`src/rtl/apb_pkg.sv`:
```
// Shared definitions for the APB master bridge: bus widths, peripheral
// window decode constants and the transfer state encoding.
package apb_pkg;

    localparam int unsigned APB_DATA_W     = 32;
    localparam logic [15:0] PERIPH_BASE_HI = 16'h1000;
    localparam int unsigned SLAVE_IDX_MSB  = 15;
    localparam int unsigned SLAVE_IDX_LSB  = 12;
    localparam int unsigned SLAVE_IDX_W    = SLAVE_IDX_MSB - SLAVE_IDX_LSB + 1;
    localparam logic [31:0] TIMEOUT_RDATA  = 32'hDEAD_BEEF;

    typedef enum logic [1:0] {
        IDLE,
        SETUP,
        ACCESS,
        DONE
    } apb_state_e;

endpackage

```
`src/rtl/apb_addr_decoder.sv`:
```
// Combinational peripheral-window decode: upper address bits to
// {mapped, slave index, one-hot select}.
module apb_addr_decoder
    import apb_pkg::*;
#(
    parameter int unsigned NUM_SLAVES = 4,
    parameter logic [15:0] BASE_HI    = PERIPH_BASE_HI
) (
    input  logic [APB_DATA_W-1:SLAVE_IDX_LSB] addr,
    output logic                              mapped,
    output logic [SLAVE_IDX_W-1:0]            index,
    output logic [NUM_SLAVES-1:0]             sel
);

    always_comb begin
        index  = addr[SLAVE_IDX_MSB:SLAVE_IDX_LSB];
        mapped = (addr[APB_DATA_W-1:16] == BASE_HI) && (32'(index) < NUM_SLAVES);
        sel    = '0;
        for (int unsigned i = 0; i < NUM_SLAVES; i++) begin
            if (mapped && (32'(index) == i)) begin
                sel[i] = 1'b1;
            end
        end
    end

endmodule

```
`src/rtl/apb_master_bridge.sv`:
```
// Core request/ready bus to APB SETUP/ACCESS bridge with one-hot slave select.
// Optional ACCESS-phase timeout enabled by defining APB_TIMEOUT_EN.
module apb_master_bridge
    import apb_pkg::*;
#(
    parameter int unsigned NUM_SLAVES     = 4,
    parameter logic [15:0] BASE_HI        = PERIPH_BASE_HI,
    parameter int unsigned TIMEOUT_CYCLES = 16
) (
    input  logic                             PCLK,
    input  logic                             PRESET,
    input  logic                             req,
    input  logic                             we,
    input  logic [APB_DATA_W-1:0]            addr,
    input  logic [APB_DATA_W-1:0]            wdata,
    output logic [APB_DATA_W-1:0]            rdata,
    output logic                             ready,
    output logic                             error,
    output logic [APB_DATA_W-1:0]            PADDR,
    output logic                             PWRITE,
    output logic                             PENABLE,
    output logic [APB_DATA_W-1:0]            PWDATA,
    output logic [NUM_SLAVES-1:0]            PSEL,
    input  logic [APB_DATA_W*NUM_SLAVES-1:0] PRDATA_bus,
    input  logic [NUM_SLAVES-1:0]            PREADY_bus
);

    if (NUM_SLAVES < 1 || NUM_SLAVES > 16) begin : g_bad_num_slaves
        $error("NUM_SLAVES must be in 1..16");
    end
    if (TIMEOUT_CYCLES < 1) begin : g_bad_timeout
        $error("TIMEOUT_CYCLES must be at least 1");
    end

    apb_state_e               state;
    logic [SLAVE_IDX_W-1:0]   idx_q;
    logic                     dec_mapped;
    logic [SLAVE_IDX_W-1:0]   dec_index;
    logic [NUM_SLAVES-1:0]    dec_sel;
    logic                     pready_sel;
    logic [APB_DATA_W-1:0]    prdata_sel;

`ifdef APB_TIMEOUT_EN
    localparam int unsigned TO_W = $clog2(TIMEOUT_CYCLES + 1);
    localparam logic [TO_W-1:0] TO_LAST = TO_W'(TIMEOUT_CYCLES - 1);
    logic [TO_W-1:0] to_cnt;
`endif

    apb_addr_decoder #(
        .NUM_SLAVES(NUM_SLAVES),
        .BASE_HI   (BASE_HI)
    ) u_decoder (
        .addr  (addr[APB_DATA_W-1:SLAVE_IDX_LSB]),
        .mapped(dec_mapped),
        .index (dec_index),
        .sel   (dec_sel)
    );

    // Only the latched slave's PREADY/PRDATA are ever observed.
    always_comb begin
        pready_sel = 1'b0;
        prdata_sel = '0;
        for (int unsigned i = 0; i < NUM_SLAVES; i++) begin
            if (32'(idx_q) == i) begin
                pready_sel = PREADY_bus[i];
                prdata_sel = PRDATA_bus[i*APB_DATA_W +: APB_DATA_W];
            end
        end
    end

    always_ff @(posedge PCLK or posedge PRESET) begin
        if (PRESET) begin
            state   <= IDLE;
            idx_q   <= '0;
            rdata   <= '0;
            ready   <= 1'b0;
            error   <= 1'b0;
            PADDR   <= '0;
            PWRITE  <= 1'b0;
            PENABLE <= 1'b0;
            PWDATA  <= '0;
            PSEL    <= '0;
`ifdef APB_TIMEOUT_EN
            to_cnt  <= '0;
`endif
        end else begin
            unique case (state)
                IDLE: begin
                    if (req) begin
                        PADDR  <= addr;
                        PWRITE <= we;
                        PWDATA <= wdata;
                        idx_q  <= dec_index;
                        if (dec_mapped) begin
                            PSEL  <= dec_sel;
                            state <= SETUP;
`ifdef APB_TIMEOUT_EN
                            to_cnt <= '0;
`endif
                        end else begin
                            ready <= 1'b1;
                            error <= 1'b1;
                            state <= DONE;
                        end
                    end
                end
                SETUP: begin
                    PENABLE <= 1'b1;
                    state   <= ACCESS;
                end
                ACCESS: begin
                    if (pready_sel) begin
                        PSEL    <= '0;
                        PENABLE <= 1'b0;
                        ready   <= 1'b1;
                        rdata   <= PWRITE ? '0 : prdata_sel;
                        state   <= DONE;
                    end
`ifdef APB_TIMEOUT_EN
                    else if (to_cnt == TO_LAST) begin
                        PSEL    <= '0;
                        PENABLE <= 1'b0;
                        ready   <= 1'b1;
                        error   <= 1'b1;
                        rdata   <= TIMEOUT_RDATA;
                        state   <= DONE;
                    end else begin
                        to_cnt <= to_cnt + 1'b1;
                    end
`endif
                end
                DONE: begin
                    ready <= 1'b0;
                    error <= 1'b0;
                    rdata <= '0;
                    state <= IDLE;
                end
                default: state <= IDLE;
            endcase
        end
    end

endmodule

```
`config.mk`:
```
export PLATFORM = sky130hd
export DESIGN_NAME = apb_master_bridge
export DESIGN_NICKNAME = d
export VERILOG_FILES = /design/src/rtl/apb_pkg.sv /design/src/rtl/apb_addr_decoder.sv /design/src/rtl/apb_master_bridge.sv
export SDC_FILE = /design/constraint.sdc
export NUM_CORES = 1
export LEC_CHECK = 0
export CAP_MARGIN = 5
export CORE_MARGIN = 2
export CORE_UTILIZATION = 40
export CTS_BUF_LIST = sky130_fd_sc_hd__clkbuf_4
export DETAILED_ROUTE_END_ITERATION = 7
export MAX_ROUTING_LAYER = met4
export PLACE_DENSITY = 0.86
export SYNTH_ARGS = -nofsm -noshare
export SYNTH_HDL_FRONTEND = slang
export SYNTH_HIERARCHICAL = 1
export SYNTH_SLANG_ARGS = --single-unit
```
`constraint.sdc`:
```
create_clock -name PCLK -period 4.1 [get_ports PCLK]
set_clock_uncertainty 0.1 [all_clocks]
set_input_delay 0.82 -clock PCLK [delete_from_list [all_inputs] [get_ports PCLK]]
set_output_delay 0.82 -clock PCLK [all_outputs]
set_load 0.02 [all_outputs]
```
==> out/summary.txt, run 1 <==
Met2 wire length: 8.43 mm
Routed vias: 4609
WP data arrival: 2.93 ns
Clock sinks: 110
R2r setup slk: 1.41 ns
Cell Count Post-Placement: 881
Root buf cell: clkbuf_4
First-pass GRT wire length: 25.2 mm
Clock Latency Late Sink: 0.45 ns
Synth warn: 6
RSZ-0062 raised after global routing: false
HPWL Detailed: 12.5 mm
Residual DRC count: 0
Slowest cell on the critical path: dfrtp_1
Overall Global Routing Usage: 23.1%
Buffer count from post-CTS setup fixing: 0
I/O pin count: 304
Number of synthesized register bits: 110
Placement Rows: 42
Met1 wire length: 6.12 mm
Lkg Pwr: 3.50 nW
CTS Buf Count: 9
WL met3: 1.32 mm
# setup viols final: 0
Cells along the critical path: nor3b_4 > buf_4 > a32oi_1 > nand3_2 > o21a_4 > mux2_1
Synth area leaders: dfrtp_1 51%, mux2_2 21%, mux2_1 7.2%
Die W: 120 um
Slowest stage delay, CP: 0.55 ns
Post-synthesis sequential area ratio: 51.4%
Post-route minimum period: 2.69 ns
TNS Setup: 0 ns
Area of the mapped netlist: 5350 um^2
Sequential Area: 2750 um^2
Max cap viols: 0
Cts repair resizes: 0
Cell area power density: 617 nW/um^2
CORE AREA: 13100 um^2
Hold Path Class: flip-flop to flip-flop
Synth Instances: 429
Initial Utilization: 40.7%
Final hold vios: 0
Cell variety after synth: 35
Total power: 5.33 mW
Largest net degree at the start of global routing: 67
Multi-input gate area in the final layout: 2430 um^2
GP Congestion: 0.808
CTS tree: built
Worst Setup Start Kind: flip-flop
Cell family with the largest share of critical-path delay: compound AO/OA/AOI/OAI gates
Layout cell share with drive strength beyond 1: 18.1%
DRT Pass-1 Iters: 5
Ys async rst share: 100%
Post-place setup slack: 0.985 ns
Synth top area share: 51.4%
Critical Path End Type: flip-flop
Fin crit share: 65.7%
Clk buf depth: 2
Largest area contributor in the netlist: dfrtp_1
ANT nets after route: 0
Worst-path fanout max: 33
Number of nets in the layout: 919
Post-Layout Cell Count: 896
Status: finished clean
Fillcell total: 1008
CTS hold repair buffers: 0
EDFF count, synth: 0
Max frequency: 371 MHz
Ant diodes: 0
Main synth FF type: dfrtp_1
H-tree Lvls: 3
Worst-Margin Slew: 1.13 ns
Vias/cell: 5.14
Die Y: 120 um
Port Buffers: 303
Max-slew violations: 0
Clk slew on worst S/H paths: 0.16 ns
Initial DRC count: 235
Top Layer Used: met4
Vias in the first global route: 4864
Final WS setup: 1.41 ns
Buf/Inv on CP: 1
Hold WS: 0.404 ns
Cell with the most instances after synthesis: dfrtp_1
Antenna violations before repair: 0
Die ar.: 14300 um^2
Crit path required time: 4.34 ns
Syn nets: 632
P&R area growth vs syn: 61.6%
Total gr overflow: 0
Max-slew headroom: 24.6%
Worst vdd ir: 0.000418 V
Setup CP Type: flip-flop to flip-flop
Routed WL: 16.2 mm
Routed WL per cell: 18.1 um
Mean area per synthesized cell: 12.5 um^2
Most frequent cells after synthesis: 110 x dfrtp_1, 99 x mux2_2, 37 x nand2_1, 34 x mux2_1
[cell usage in the layout, fill, tap and decap left out, types with 3 or more instances in the layout]
cell and instances:
nor4_1 3, clkdlybuf4s50_1 303, dfrtp_1 110, a31oi_1 3, inv_1 7, ha_1 3
clkbuf_4 9, a22o_1 5, mux2_1 34, nand2_1 36, a21oi_1 31, a22oi_1 31
buf_4 4, nor2_1 6, mux2_2 99
[area by class of cell]
cell class | instances | share of cell area [%]
Tap cell | 176 | 2.55
Multi-Input combinational cell | 278 | 28.1
Clock buffer | 9 | 0.781
Timing Repair Buffer | 309 | 35.9
Sequential cell | 110 | 31.8
Clock inverter | 6 | 0.449
Inverter | 8 | 0.376
[worst paths after layout]
path | start | to | cells past startpoint
worst min register to register | rdata[17] | rdata[17] | 1
worst min-delay path | rdata[17] | rdata[17] | 1
worst max-delay path | idx_q[1] | rdata[5] | 6
min in group asynchronous | PRESET | PWDATA[11] | 2
max in group asynchronous | PRESET | PWDATA[1] | 3
worst max register to register | idx_q[1] | rdata[5] | 6
[sequential cells by signal (all words and copies together), names as in the netlist]
name and cells:
PADDR 32, PWDATA 32, rdata 32, PSEL 4, idx_q 4, state 2, PENABLE 1, PWRITE 1
error 1, ready 1
[routing by layer]
| layer | track usage (%) | up-vias |
|---|---|---|
| li1 | - | 2136 |
| met1 | 25.6 | 2243 |
| met2 | 40.4 | 208 |
| met3 | 6.04 | 22 |
| met4 | 8.16 | 0 |
| met5 | - | - |
[report_power, final]
group / internal [mW] / leakage, nW / switching (mW) / total, mW
sequential: 1.51 / 1.37 / 0.253 / 1.76
combinational: 1.60 / 2.07 / 1.50 / 3.10
clock: 0.121 / 0.0596 / 0.349 / 0.470
[metrics by stage]
stage          utilization [%]  cell area (um^2)
2_1_floorplan                -              5350
3_3_place_gp              65.0              8540
3_5_place_dp              65.0              8540
4_1_cts                   65.8              8650
5_1_grt                   65.8              8650
6_report                  65.8              8650
[cells by family after synthesis]
logic type | synth area share (%)
DFF | 51.4
buffers and inverters | 3.60
and+or+nand+nor | 6.20
AOI/OAI and AO/OA | 10.1
muxes | 28.0
adders and majority gates | 0.702
Note: power is estimated with default switching activity, not from simulation.
==> run 2: changes to the inputs <==
==> constraint.sdc (replaced) <==
create_clock -name PCLK -period 2.55 [get_ports PCLK]
set_clock_uncertainty 0.1 [all_clocks]
set_input_delay 0.51 -clock PCLK [delete_from_list [all_inputs] [get_ports PCLK]]
set_output_delay 0.51 -clock PCLK [all_outputs]
set_load 0.02 [all_outputs]
==> out/summary.txt, run 2 (synthesis gave the netlist of run 1 again) <==
Status: finished clean
Largest net degree at the start of global routing: 111 (+66%)
Cell area after layout: 8780 um^2 (+1.5%)
Cts repair resizes: 0 (unchanged)
Die Y: 120 um (unchanged)
Root buf cell: clkbuf_4
Routed WL per cell: 17.9 um (-1.4%)
Initial Utilization: 40.7% (unchanged)
H-tree Lvls: 3 (unchanged)
# setup viols final: 0 (unchanged)
Routed vias: 4640 (+0.67%)
Max frequency: 470 MHz
Cells along the critical path: clkdlybuf4s50_1
Crit path required time: 1.94 ns (-2.40 ns)
CTS tree: built
Placement Rows: 42 (unchanged)
Hold_sp: rdata[27]
Post-Layout Cell Count: 904 (+0.89%)
CTS Buf Count: 9 (unchanged)
Clock Latency Late Sink: 0.45 ns (about the same)
Buf/Inv on CP: 1 (unchanged)
Slowest stage delay, CP: 0.66 ns (+0.11 ns)
Post-place setup slack: -0.00512 ns (-0.991 ns)
Die ar.: 14300 um^2 (unchanged)
Worst vdd ir: 0.000604 V (+45%)
Hold WS: 0.407 ns (+0.00239 ns)
Residual DRC count: 0 (unchanged)
Worst R2R Path Depth: 5 (-1)
CORE AREA: 13100 um^2 (unchanged)
Initial DRC count: 187 (-20%)
Final hold vios: 0 (unchanged)
P&R area growth vs syn: 64.1%
Buffer count from post-CTS setup fixing: 0 (unchanged)
Ant diodes: 0 (unchanged)
Max-slew violations: 0 (unchanged)
ANT nets after route: 0 (unchanged)
Fillcell total: 997 (-1.1%)
Slowest cell on the critical path: clkdlybuf4s50_1
Max-slew headroom: 62.1% (+38 points)
Post-route minimum period: 2.13 ns
Worst-path fanout max: 3 (-91%)
Commonest non-fill, non-tap cell in the layout: clkdlybuf4s50_1
RSZ-0062 raised after global routing: false
Vias in the first global route: 4954 (+1.9%)
Top Registers: PADDR: 32 flops, PWDATA: 32 flops, rdata: 32 flops
Setup CP Type: flip-flop to output port
Reg-to-Reg End: rdata[18]
Max cap viols: 0 (unchanged)
TNS Setup: 0 ns (unchanged)
Number of nets in the layout: 927 (+0.87%)
Crit path launch: error
Hold Path Class: flip-flop to flip-flop
Critical Path End Type: output port
Critical Path Sink: error
Clock sinks: 110 (unchanged)
WP data arrival: 1.52 ns (-1.41 ns)
CTS hold repair buffers: 0 (unchanged)
Cell area power density: 1010 nW/um^2 (+64%)
Overall Global Routing Usage: 23.1% (about the same)
Lkg Pwr: 3.56 nW (+1.8%)
Routed WL: 16.2 mm (-0.55%)
Area after DPL: 8640 um^2 (+1.2%)
Vias/cell: 5.13 (-0.22%)
Layout cell share with drive strength beyond 1: 19.1% (+1.0 points)
DRT Pass-1 Iters: 4 (-1)
GP Congestion: 0.809 (+0.14%)
Worst-Margin Slew: 0.568 ns (-0.563 ns)
Clk slew on worst S/H paths: 0.16 ns (about the same)
Clk buf depth: 2 (unchanged)
I/O pin count: 304 (unchanged)
Total gr overflow: 0 (unchanged)
First-pass GRT wire length: 25.2 mm (about the same)
Port Buffers: 303 (unchanged)
HPWL Detailed: 12.6 mm (+0.29%)
Sequential Area: 2750 um^2 (unchanged)
Final WS setup: 0.423 ns (-0.983 ns)
Post-layout util: 66.8% (+1.0 points)
Die W: 120 um (unchanged)
Multi-input gate area in the final layout: 2430 um^2 (unchanged)
Total power: 8.88 mW (+67%)
R2R Path Start: idx_q[0]
Commonest cells after routing, fill and taps aside: 303 x clkdlybuf4s50_1, 110 x dfrtp_1, 99 x mux2_2, 36 x nand2_1, 34 x mux2_1
Fin crit share: 83.4%
Cell family with the largest share of critical-path delay: buffers and inverters
Antenna violations before repair: 0 (unchanged)
Worst Setup Start Kind: flip-flop
Cell Count Post-Placement: 889 (+0.91%)
CP Depth: 1 (-5)
R2r setup slk: 0.45 ns (-0.96 ns)
[run 2: worst min-delay path by stage]
stage | endpoint | slack, ns | cells after the start
final | rdata[27] | 0.41 | 1
after global routing | rdata[2] | 0.43 | 1
after CTS | rdata[19] | 0.41 | 1
after detailed placement | rdata[23] | 0.37 | 1
after global placement | rdata[29] | 0.37 | 1
after floorplan | state[0] | 0.45 | 1
[run 2: final cells by class]
| type | instances | area share (%) |
|---|---|---|
| Timing Repair Buffer | 317 | 36.5 |
| Tap cell | 176 | 2.51 |
| Clock inverter | 6 | 0.813 |
| Multi-Input combinational cell | 278 | 27.7 |
| Sequential cell | 110 | 31.4 |
| Inverter | 8 | 0.385 |
| Clock buffer | 9 | 0.770 |
[run 2: layer usage]
metal | part of all wire (%) | wire, um | up-vias | global-route usage, %
li1 | - | - | 2157 | -
met3 | 7.7 | 1250 | 38 | 5.37
met1 | 38 | 6190 | 2228 | 25.6
met2 | 51 | 8230 | 217 | 39.9
met5 | 0 | 0 | - | -
met4 | 3.1 | 493 | 0 | 10.2
[run 2: where the power goes]
group / switching (mW) / total [mW] / internal, mW
logic: 2.43 / 5.15 / 2.72
registers: 0.433 / 2.86 / 2.42
clock network: 0.571 / 0.874 / 0.303
